--- config.mk ---
export PLATFORM = sky130hd
export DESIGN_NAME = control_unit_flat
export DESIGN_NICKNAME = d
export VERILOG_FILES = /design/src/rtl/cpu_pkg.sv /design/src/rtl/control_unit_if.sv /design/src/rtl/instr_decoder.sv /design/src/rtl/control_unit.sv /design/src/flat_wrapper.sv
export SDC_FILE = /design/constraint.sdc
export NUM_CORES = 1
export LEC_CHECK = 0
export BUFFER_PORTS_ARGS = -buffer_cell sky130_fd_sc_hd__buf_2
export CELL_PAD_IN_SITES_DETAIL_PLACEMENT = 0
export CELL_PAD_IN_SITES_GLOBAL_PLACEMENT = 2
export CORE_ASPECT_RATIO = 1.2
export CORE_MARGIN = 4
export CORE_UTILIZATION = 28
export DETAILED_ROUTE_END_ITERATION = 8
export PLACE_DENSITY = 0.86
export SYNTH_ARGS = -nofsm -noshare
export SYNTH_HDL_FRONTEND = slang
export SYNTH_SLANG_ARGS = --single-unit
--- constraint.sdc ---
create_clock -name clk -period 2.8 [get_ports clk]
set_input_delay 0.42 -clock clk [delete_from_list [all_inputs] [get_ports clk]]
set_output_delay 0.42 -clock clk [all_outputs]
set_load 0.05 [all_outputs]
--- src/rtl/cpu_pkg.sv ---
// Shared types and field layout for the 12-bit instruction set of the
// 8x4-bit register-file microprocessor.
package cpu_pkg;
    localparam int INSTR_W = 12;
    localparam int DATA_W  = 4;
    localparam int RADDR_W = 3;

    localparam int OP_MSB  = 11;
    localparam int OP_LSB  = 9;
    localparam int WA_MSB  = 8;
    localparam int WA_LSB  = 6;
    localparam int AD1_MSB = 5;
    localparam int AD1_LSB = 3;
    localparam int AD2_MSB = 2;
    localparam int AD2_LSB = 0;
    localparam int IMM_MSB = 3;

    typedef enum logic [2:0] {
        OP_ADD  = 3'b000,
        OP_SUB  = 3'b001,
        OP_AND  = 3'b010,
        OP_OR   = 3'b011,
        OP_MOV  = 3'b100,
        OP_LDI  = 3'b101,
        OP_JMP  = 3'b110,
        OP_HALT = 3'b111
    } opcode_t;

    localparam logic [2:0] S_IDLE      = 3'd0;
    localparam logic [2:0] S_FETCH     = 3'd1;
    localparam logic [2:0] S_DECODE    = 3'd2;
    localparam logic [2:0] S_EXECUTE   = 3'd3;
    localparam logic [2:0] S_WRITEBACK = 3'd4;
    localparam logic [2:0] S_HALTED    = 3'd5;

    typedef enum logic [2:0] {
        ST_IDLE      = S_IDLE,
        ST_FETCH     = S_FETCH,
        ST_DECODE    = S_DECODE,
        ST_EXECUTE   = S_EXECUTE,
        ST_WRITEBACK = S_WRITEBACK,
        ST_HALTED    = S_HALTED
    } state_t;

    function automatic logic op_writes_rf(opcode_t op);
        return (op != OP_JMP) && (op != OP_HALT);
    endfunction
endpackage

--- src/rtl/control_unit_if.sv ---
// Bundle between the sequencer and its datapath: instruction ROM,
// register-file ports and ALU select/result.
interface control_unit_if import cpu_pkg::*; #(parameter int PC_W = 4);
    logic [PC_W-1:0]    imem_addr;
    logic [INSTR_W-1:0] imem_data;
    logic [RADDR_W-1:0] RF_ad1;
    logic [RADDR_W-1:0] RF_ad2;
    logic [DATA_W-1:0]  RF_d1;
    logic [DATA_W-1:0]  RF_d2;
    logic [RADDR_W-1:0] RF_wa;
    logic               RF_we;
    logic [DATA_W-1:0]  RF_wd;
    logic [1:0]         alu_op;
    logic [DATA_W-1:0]  alu_result;

    modport master (
        output imem_addr, RF_ad1, RF_ad2, RF_wa, RF_we, RF_wd, alu_op,
        input  imem_data, RF_d1, RF_d2, alu_result
    );

    modport slave (
        input  imem_addr, RF_ad1, RF_ad2, RF_wa, RF_we, RF_wd, alu_op,
        output imem_data, RF_d1, RF_d2, alu_result
    );
endinterface

--- src/rtl/instr_decoder.sv ---
// Purely combinational split of the instruction register into its fields.
module instr_decoder import cpu_pkg::*; #(
    parameter int PC_W = 4
) (
    input  logic [INSTR_W-1:0] ir,
    output opcode_t            opcode,
    output logic [RADDR_W-1:0] wa,
    output logic [RADDR_W-1:0] ad1,
    output logic [RADDR_W-1:0] ad2,
    output logic [DATA_W-1:0]  imm,
    output logic [PC_W-1:0]    target,
    output logic               is_alu,
    output logic               writes_rf
);
    assign opcode    = opcode_t'(ir[OP_MSB:OP_LSB]);
    assign wa        = ir[WA_MSB:WA_LSB];
    assign ad1       = ir[AD1_MSB:AD1_LSB];
    assign ad2       = ir[AD2_MSB:AD2_LSB];
    assign imm       = ir[IMM_MSB:0];
    assign target    = ir[PC_W-1:0];
    assign is_alu    = ~ir[OP_MSB];
    assign writes_rf = op_writes_rf(opcode);
endmodule

--- src/rtl/control_unit.sv ---
// FETCH-DECODE-EXECUTE-WRITEBACK sequencer; owns pc, ir, result and the
// start/done handshake.
module control_unit import cpu_pkg::*; #(
    parameter int PC_W = 4
) (
    input  logic           clk,
    input  logic           rst,
    input  logic           start,
    output logic           busy,
    output logic           done,
    control_unit_if.master bus
);
    state_t             state_reg, state_next;
    logic [PC_W-1:0]    pc_reg, pc_next;
    logic [INSTR_W-1:0] ir_reg, ir_next;
    logic [DATA_W-1:0]  result_reg, result_next;

    opcode_t            opcode;
    logic [RADDR_W-1:0] wa, ad1, ad2;
    logic [DATA_W-1:0]  imm;
    logic [PC_W-1:0]    target;
    logic               is_alu, writes_rf;
    logic               in_flight, in_wb;

    instr_decoder #(.PC_W(PC_W)) u_decoder (
        .ir        (ir_reg),
        .opcode    (opcode),
        .wa        (wa),
        .ad1       (ad1),
        .ad2       (ad2),
        .imm       (imm),
        .target    (target),
        .is_alu    (is_alu),
        .writes_rf (writes_rf)
    );

    always_comb begin
        state_next  = state_reg;
        pc_next     = pc_reg;
        ir_next     = ir_reg;
        result_next = result_reg;
        unique case (state_reg)
            ST_IDLE: begin
                if (start) state_next = ST_FETCH;
            end
            ST_FETCH: begin
                ir_next    = bus.imem_data;
                state_next = ST_DECODE;
            end
            ST_DECODE: begin
                state_next = (opcode == OP_HALT) ? ST_HALTED : ST_EXECUTE;
            end
            ST_EXECUTE: begin
                if (is_alu)                result_next = bus.alu_result;
                else if (opcode == OP_MOV) result_next = bus.RF_d1;
                else if (opcode == OP_LDI) result_next = imm;
                if (opcode == OP_JMP) pc_next = target;
                state_next = writes_rf ? ST_WRITEBACK : ST_FETCH;
            end
            ST_WRITEBACK: begin
                pc_next    = pc_reg + 1'b1;
                state_next = ST_FETCH;
            end
            ST_HALTED: begin
                if (start) begin
                    pc_next    = '0;
                    state_next = ST_FETCH;
                end
            end
            default: state_next = ST_IDLE;
        endcase
    end

    always_ff @(posedge clk) begin
        if (rst) begin
            state_reg  <= ST_IDLE;
            pc_reg     <= '0;
            ir_reg     <= '0;
            result_reg <= '0;
        end else begin
            state_reg  <= state_next;
            pc_reg     <= pc_next;
            ir_reg     <= ir_next;
            result_reg <= result_next;
        end
    end

    assign in_flight = (state_reg == ST_DECODE) || (state_reg == ST_EXECUTE) ||
                       (state_reg == ST_WRITEBACK);
    assign in_wb     = (state_reg == ST_WRITEBACK);

    assign bus.imem_addr = pc_reg;
    assign bus.RF_ad1    = in_flight ? ad1 : '0;
    assign bus.RF_ad2    = in_flight ? ad2 : '0;
    assign bus.alu_op    = (in_flight && is_alu) ? ir_reg[OP_LSB+1:OP_LSB] : 2'b00;
    // Reset in the writeback cycle must suppress the write landing on that same edge.
    assign bus.RF_we     = in_wb && !rst;
    assign bus.RF_wa     = in_wb ? wa : '0;
    assign bus.RF_wd     = in_wb ? result_reg : '0;

    assign busy = (state_reg == ST_FETCH) || in_flight;
    assign done = (state_reg == ST_HALTED);
endmodule
--- src/flat_wrapper.sv ---
// flat-port wrapper written by rule: the top's interface ports become plain ports
module control_unit_flat import cpu_pkg::*;
#(
    parameter int PC_W = 4
)
  (clk, rst, start, busy, done, bus_imem_addr, bus_RF_ad1, bus_RF_ad2, bus_RF_wa, bus_RF_we, bus_RF_wd, bus_alu_op, bus_imem_data, bus_RF_d1, bus_RF_d2, bus_alu_result);
  control_unit_if #(.PC_W(PC_W)) bus_i ();
  input  logic clk;
  input  logic rst;
  input  logic start;
  output logic busy;
  output logic done;
  output wire logic [$bits(bus_i.imem_addr)-1:0] bus_imem_addr;
  output wire logic [$bits(bus_i.RF_ad1)-1:0] bus_RF_ad1;
  output wire logic [$bits(bus_i.RF_ad2)-1:0] bus_RF_ad2;
  output wire logic [$bits(bus_i.RF_wa)-1:0] bus_RF_wa;
  output wire logic [$bits(bus_i.RF_we)-1:0] bus_RF_we;
  output wire logic [$bits(bus_i.RF_wd)-1:0] bus_RF_wd;
  output wire logic [$bits(bus_i.alu_op)-1:0] bus_alu_op;
  input wire logic [$bits(bus_i.imem_data)-1:0] bus_imem_data;
  input wire logic [$bits(bus_i.RF_d1)-1:0] bus_RF_d1;
  input wire logic [$bits(bus_i.RF_d2)-1:0] bus_RF_d2;
  input wire logic [$bits(bus_i.alu_result)-1:0] bus_alu_result;
  assign bus_imem_addr = bus_i.imem_addr;
  assign bus_RF_ad1 = bus_i.RF_ad1;
  assign bus_RF_ad2 = bus_i.RF_ad2;
  assign bus_RF_wa = bus_i.RF_wa;
  assign bus_RF_we = bus_i.RF_we;
  assign bus_RF_wd = bus_i.RF_wd;
  assign bus_alu_op = bus_i.alu_op;
  assign bus_i.imem_data = bus_imem_data;
  assign bus_i.RF_d1 = bus_RF_d1;
  assign bus_i.RF_d2 = bus_RF_d2;
  assign bus_i.alu_result = bus_alu_result;
  control_unit #(.PC_W(PC_W)) u_core (.clk(clk), .rst(rst), .start(start), .busy(busy), .done(done), .bus(bus_i));
endmodule
==> out/results.tsv, run 1 <==
metric	value	unit
leading cell type in the layout, fill and taps excluded	buf_2	
core area	0.00429	mm2
antenna violations before repair	0	
Final Hold Fails	0	
Post-Syn Area	0.00125	mm2
maximum vdd drop	189	uV
CP endpoint kind	output pin	
post-synth top area share	0.368	
Final Cycle Share	0.791	
setup TNS	0	ns
Yosys cell types	33	
GP Congestion	0.720	
worst skew pair latency	0.27	ns
Die Span Y	81.3	um
type of the worst setup path	flip-flop to output pin	
design area	0.00156	mm2
# DRC	0	
hpwl dp	2.37	mm
CP startpoint kind	flip-flop	
via count	1196	
aggregate global routing overflow	0	
clock buffer depth	2	
Worst Path Required	2.38	ns
unrepaired setup endpoints after global routing	no	
CTS Hold Buffers Added	0	
endpoints failing setup	0	
min cycle time layout	2.21	ns
Hold Path Class	primary input to flip-flop	
row count	26	
Synth-to-Final Area Change	24.7	%
Setup WS pre-CTS	0.879	ns
CTS tree	done	
synth warn	0	
ANT cells	0	
Port Buffers	44	
total CTS buffers	3	
number of synthesized flops with an enable pin	0	
sequential element share of the synthesized area	0.368	
status	finished, final reports clean	
layout cells sized above 1	0.282	
routed wire length per instance	12.7	um
global-route wire length before repair	5.45	mm
FMAX	452	MHz
Final nets	231	
syn nets	190	
Overall Global Routing Usage	0.119	
number of DRC markers in iteration 0	52	
Synth area leaders	dfxtp_1, nand2_1, a21oi_1	
most frequent cells in the layout	buf_2, nand2_1, dfxtp_1	
Relative slew margins	0.658	
Detail Route Antenna Nets	0	
ys async rst share	0	
largest net degree at the start of global routing	26	
die area	0.00561	mm2
Final Max Tran Viols	0	
area leader, netlist	dfxtp_1	
post-route worst setup slack	0.586	ns
FILL cells	502	
CP max FO	9	
final clock skew	0.00747	ns
Root Buffer	clkbuf_8	
setup repair bufs after CTS	0	
H-tree levels	1	
Avg Inst Size Synth	7.73	um2
Tot Pwr	0.704	mW
chip width	69.1	um
actual slew at the worst max-slew pin	0.512	ns
placed cell areas	0.00151	mm2
vias in the first global route	1176	
I/O pins	49	
CTS sink cnt	23	
Initial Utilization	0.292	
maxcap violations	0	
P_leak	0.639	nW
pwr/cell area	451	mW/mm2
post-synthesis register bit count	23	
length of the first detailed-routing pass in iterations	4	
post_cts resized	0	
Crit path arrival time	1.79	ns
clk slew on worst S/H paths	0.09	ns
Primary FF master, synth	dfxtp_1	
number of flip-flops in the largest register	12	
vias per inst	4.64	
Post-Synthesis Cells	162	
routed wire length	3.28	mm
through the flow:
step                      hold WS [ns]  instances   util
after floorplan                  0.432        162      -
after global placement           0.439        254  0.352
after detailed placement         0.445        254  0.352
after CTS                        0.371        258  0.364
after global routing             0.372        258  0.364
final                            0.373        258  0.364
final timing paths:
path | from | to | slack, ns | depth (start not counted)
max | u_core.state_reg[1]$_SDFFE_PP0P_ | bus_alu_op[1] | 0.59 | 5
min | bus_imem_data[4] | u_core.ir_reg[4]$_SDFFE_PP0N_ | 0.37 | 3
max reg2reg | u_core.ir_reg[11]$_SDFFE_PP0N_ | u_core.bus.imem_addr[1]$_SDFFE_PP0P_ | 1.16 | 4
min reg2reg | u_core.ir_reg[5]$_SDFFE_PP0N_ | u_core.ir_reg[5]$_SDFFE_PP0N_ | 0.46 | 2
worst max-delay path, stage by stage (launching register included):
cell      delay, ns
dfxtp_1        0.40
nand2b_1       0.23
nor2_4         0.23
a21oi_2        0.14
nor3b_1        0.23
buf_2          0.30
cells by family after synthesis:
kind of cell               after synthesis  synth area share
AOI/OAI and AO/OA                       36             0.187
xor gates and xnor gates                 1           0.00699
adders and majority gates                1           0.00999
buffers and inverters                   14            0.0509
DFF                                     23             0.368
muxes                                    5            0.0410
and+or+nand+nor                         82             0.337
synthesized netlist by cell type, types with 4 or more instances:
cell type	n
nand2_1	30
dfxtp_1	23
nor2_1	17
a21oi_1	16
and2_1	8
nor2b_1	7
clkbuf_1	6
o21ai_0	6
or3b_1	5
a31oi_1	4
mux2i_1	4
routing by layer:
layer / wire length [um] / track usage / share of wire / up-vias
met5: 0 / 0 / 0 / -
met4: 54 / 0.0469 / 0.016 / 0
met3: 206 / 0.0334 / 0.063 / 5
met2: 1520 / 0.205 / 0.46 / 31
met1: 1500 / 0.141 / 0.46 / 527
li1: - / - / - / 633
report_power, final:
part           switching, mW  internal, mW
sequential            0.0253         0.343
clock                  0.115         0.101
combinational         0.0716        0.0482
cell type report:
cell class | count | area [um2] | share of cell area
multi-input cells | 125 | 728 | 0.466
flip-flops and latches | 23 | 460 | 0.295
repair buffers | 47 | 243 | 0.155
well taps | 56 | 70.1 | 0.0449
clock buffers | 3 | 41.3 | 0.0264
inverters | 3 | 11.3 | 0.00721
clock inverters | 1 | 7.51 | 0.00481
Power figures use the tool's default switching activity.
==> inputs of run 2 (changes only) <==
--- a/config.mk
+++ b/config.mk
@@ -10,9 +10,9 @@
 export CELL_PAD_IN_SITES_GLOBAL_PLACEMENT = 2
 export CORE_ASPECT_RATIO = 1.2
 export CORE_MARGIN = 4
-export CORE_UTILIZATION = 28
+export CORE_UTILIZATION = 26
 export DETAILED_ROUTE_END_ITERATION = 8
-export PLACE_DENSITY = 0.86
+export PLACE_DENSITY = 0.81
 export SYNTH_ARGS = -nofsm -noshare
 export SYNTH_HDL_FRONTEND = slang
 export SYNTH_SLANG_ARGS = --single-unit
==> constraint.sdc (replaced) <==
create_clock -name clk -period 2.2 [get_ports clk]
set_input_delay 0.33 -clock clk [delete_from_list [all_inputs] [get_ports clk]]
set_output_delay 0.33 -clock clk [all_outputs]
set_load 0.05 [all_outputs]
==> run 2 against run 1 <==
Effect of this change: power up 29%; routed wire length rose by 5.0%; sequential power increased by 25%; cell count up 1.9%; cell area is 1.6% higher; combinational power grew 42%; sequential cell count did not move; worst setup slack worse by 0.41 ns.
==> out/results.tsv, run 2 (synthesized netlist as in run 1, its figures left out) <==
metric	value	unit	change
status	finished, final reports clean		
chip width	71.4	um	+3.3%
FILL cells	516		+2.8%
final hold slack	0.284	ns	-0.0895 ns
Port Buffers	44		unchanged
aggregate global routing overflow	0		unchanged
Final Max Tran Viols	0		unchanged
length of the first detailed-routing pass in iterations	2		-2
Worst Path Required	1.87	ns	-0.51 ns
core area	0.00463	mm2	+7.8%
antenna violations before repair	0		unchanged
# DRC	0		unchanged
post-route worst setup slack	0.176	ns	-0.410 ns
Hold Path Class	primary input to flip-flop		
Final Hold Fails	0		unchanged
H-tree levels	1		unchanged
switch share	0.306		+0.00453
P_leak	0.655	nW	+2.4%
placed cell areas	0.00154	mm2	+1.7%
maxcap violations	0		unchanged
setup repair bufs after CTS	0		unchanged
Initial Utilization	0.271		-0.0211
CTS sink cnt	23		unchanged
Setup WS pre-CTS	0.443	ns	-0.436 ns
row count	27		+3.8%
design area	0.00159	mm2	+1.6%
Clk network pwr share	0.305		-0.002
logic gate share of total power	0.187		+0.017
Detail Route Antenna Nets	0		unchanged
FMAX	494	MHz	
CP startpoint kind	flip-flop		
layout cells sized above 1	0.293		+0.0105
total CTS buffers	3		unchanged
Synth-to-Final Area Change	26.7	%	
Tot Pwr	0.909	mW	+29%
pwr/cell area	573	mW/mm2	+27%
final clock skew	0.00309	ns	-0.00438 ns
Overall Global Routing Usage	0.121		+0.00199
hpwl dp	2.50	mm	+5.7%
fin util	0.343		-0.0208
CTS tree	done		
CTS Hold Buffers Added	0		unchanged
Int Pwr	0.631	mW	+28%
vias per inst	4.59		-1.0%
worst skew pair latency	0.27	ns	about the same
clk slew on worst S/H paths	0.09	ns	about the same
via count	1207		+0.92%
maximum vdd drop	205	uV	+8.6%
Root Buffer	clkbuf_8		
endpoints failing setup	0		unchanged
Sequential Power Share	0.507		-0.016
leading cell type in the layout, fill and taps excluded	buf_2		
die area	0.00600	mm2	+6.9%
routed wire length per instance	13.1	um	+3.0%
unrepaired setup endpoints after global routing	no		
type of the worst setup path	flip-flop to output pin		
routed wire length	3.45	mm	+5.0%
post_cts resized	0		unchanged
Crit path arrival time	1.69	ns	-0.10 ns
clock buffer depth	2		unchanged
GP Congestion	0.757		+5.2%
most frequent cells in the layout	buf_2, nand2_1, dfxtp_1		
P_sw	0.278	mW	+31%
largest net degree at the start of global routing	25		-3.8%
CP max FO	11		+2
CP endpoint kind	output pin		
global-route wire length before repair	5.80	mm	+6.4%
vias in the first global route	1225		+4.2%
Final nets	234		+1.3%
number of DRC markers in iteration 0	29		-44%
I/O pins	49		unchanged
Die Span Y	84.0	um	+3.4%
number of flip-flops in the largest register	12		unchanged
ANT cells	0		unchanged
Relative slew margins	0.702		+0.0442
min cycle time layout	2.02	ns	
Final Cycle Share	0.920		
actual slew at the worst max-slew pin	0.446	ns	-0.0662 ns
-- run 2: changes by cell type in the layout (fill, tap and decap cells not counted), sizes merged --
cell / previous run / this run
buf: 47 / 50
-- run 2: critical path, stage by stage, from the launching register on --
cell and delay [ns]:
dfxtp_1 0.59, nor2_4 0.14, a21oi_2 0.37, nor2b_1 0.10, buf_2 0.23
-- run 2: final cells by class --
class,count,area [um2],area share
flip-flops and latches,23,460,0.290
clock inverters,1,7.51,0.00473
clock buffers,3,41.3,0.0260
well taps,58,72.6,0.0457
repair buffers,50,265,0.167
inverters,3,11.3,0.00710
multi-input cells,125,728,0.459
-- run 2: power by group through the flow --
stage	Combinational [mW]	Clock (mW)	Sequential (mW)
after floorplan	0.124	0	0.460
after global placement	0.172	0	0.471
after detailed placement	0.172	0	0.471
after CTS	0.173	0.286	0.461
after global routing	0.190	0.302	0.465
final	0.170	0.277	0.461
-- run 2: worst paths after layout --
kind / start / endpoint / slack (ns) / cells after the start
worst max-delay path: u_core.state_reg[0]$_SDFFE_PP0P_ / bus_RF_ad2[1] / 0.18 / 4
worst min-delay path: bus_imem_data[8] / u_core.ir_reg[8]$_SDFFE_PP0N_ / 0.28 / 3
worst max register to register: u_core.state_reg[0]$_SDFFE_PP0P_ / u_core.ir_reg[9]$_SDFFE_PP0N_ / 0.56 / 5
worst min register to register: u_core.ir_reg[8]$_SDFFE_PP0N_ / u_core.ir_reg[8]$_SDFFE_PP0N_ / 0.46 / 2
-- run 2: through the flow --
step                      setup TNS, ns  cells
after floorplan                  -0.514    162
after global placement                0    259
after detailed placement              0    259
after CTS                             0    263
after global routing                  0    263
final                                 0    263
-- run 2: layer usage --
layer	wire [um]	track usage
met4	73	0.0513
met1	1710	0.161
met2	1530	0.192
met5	0	0
met3	125	0.0181
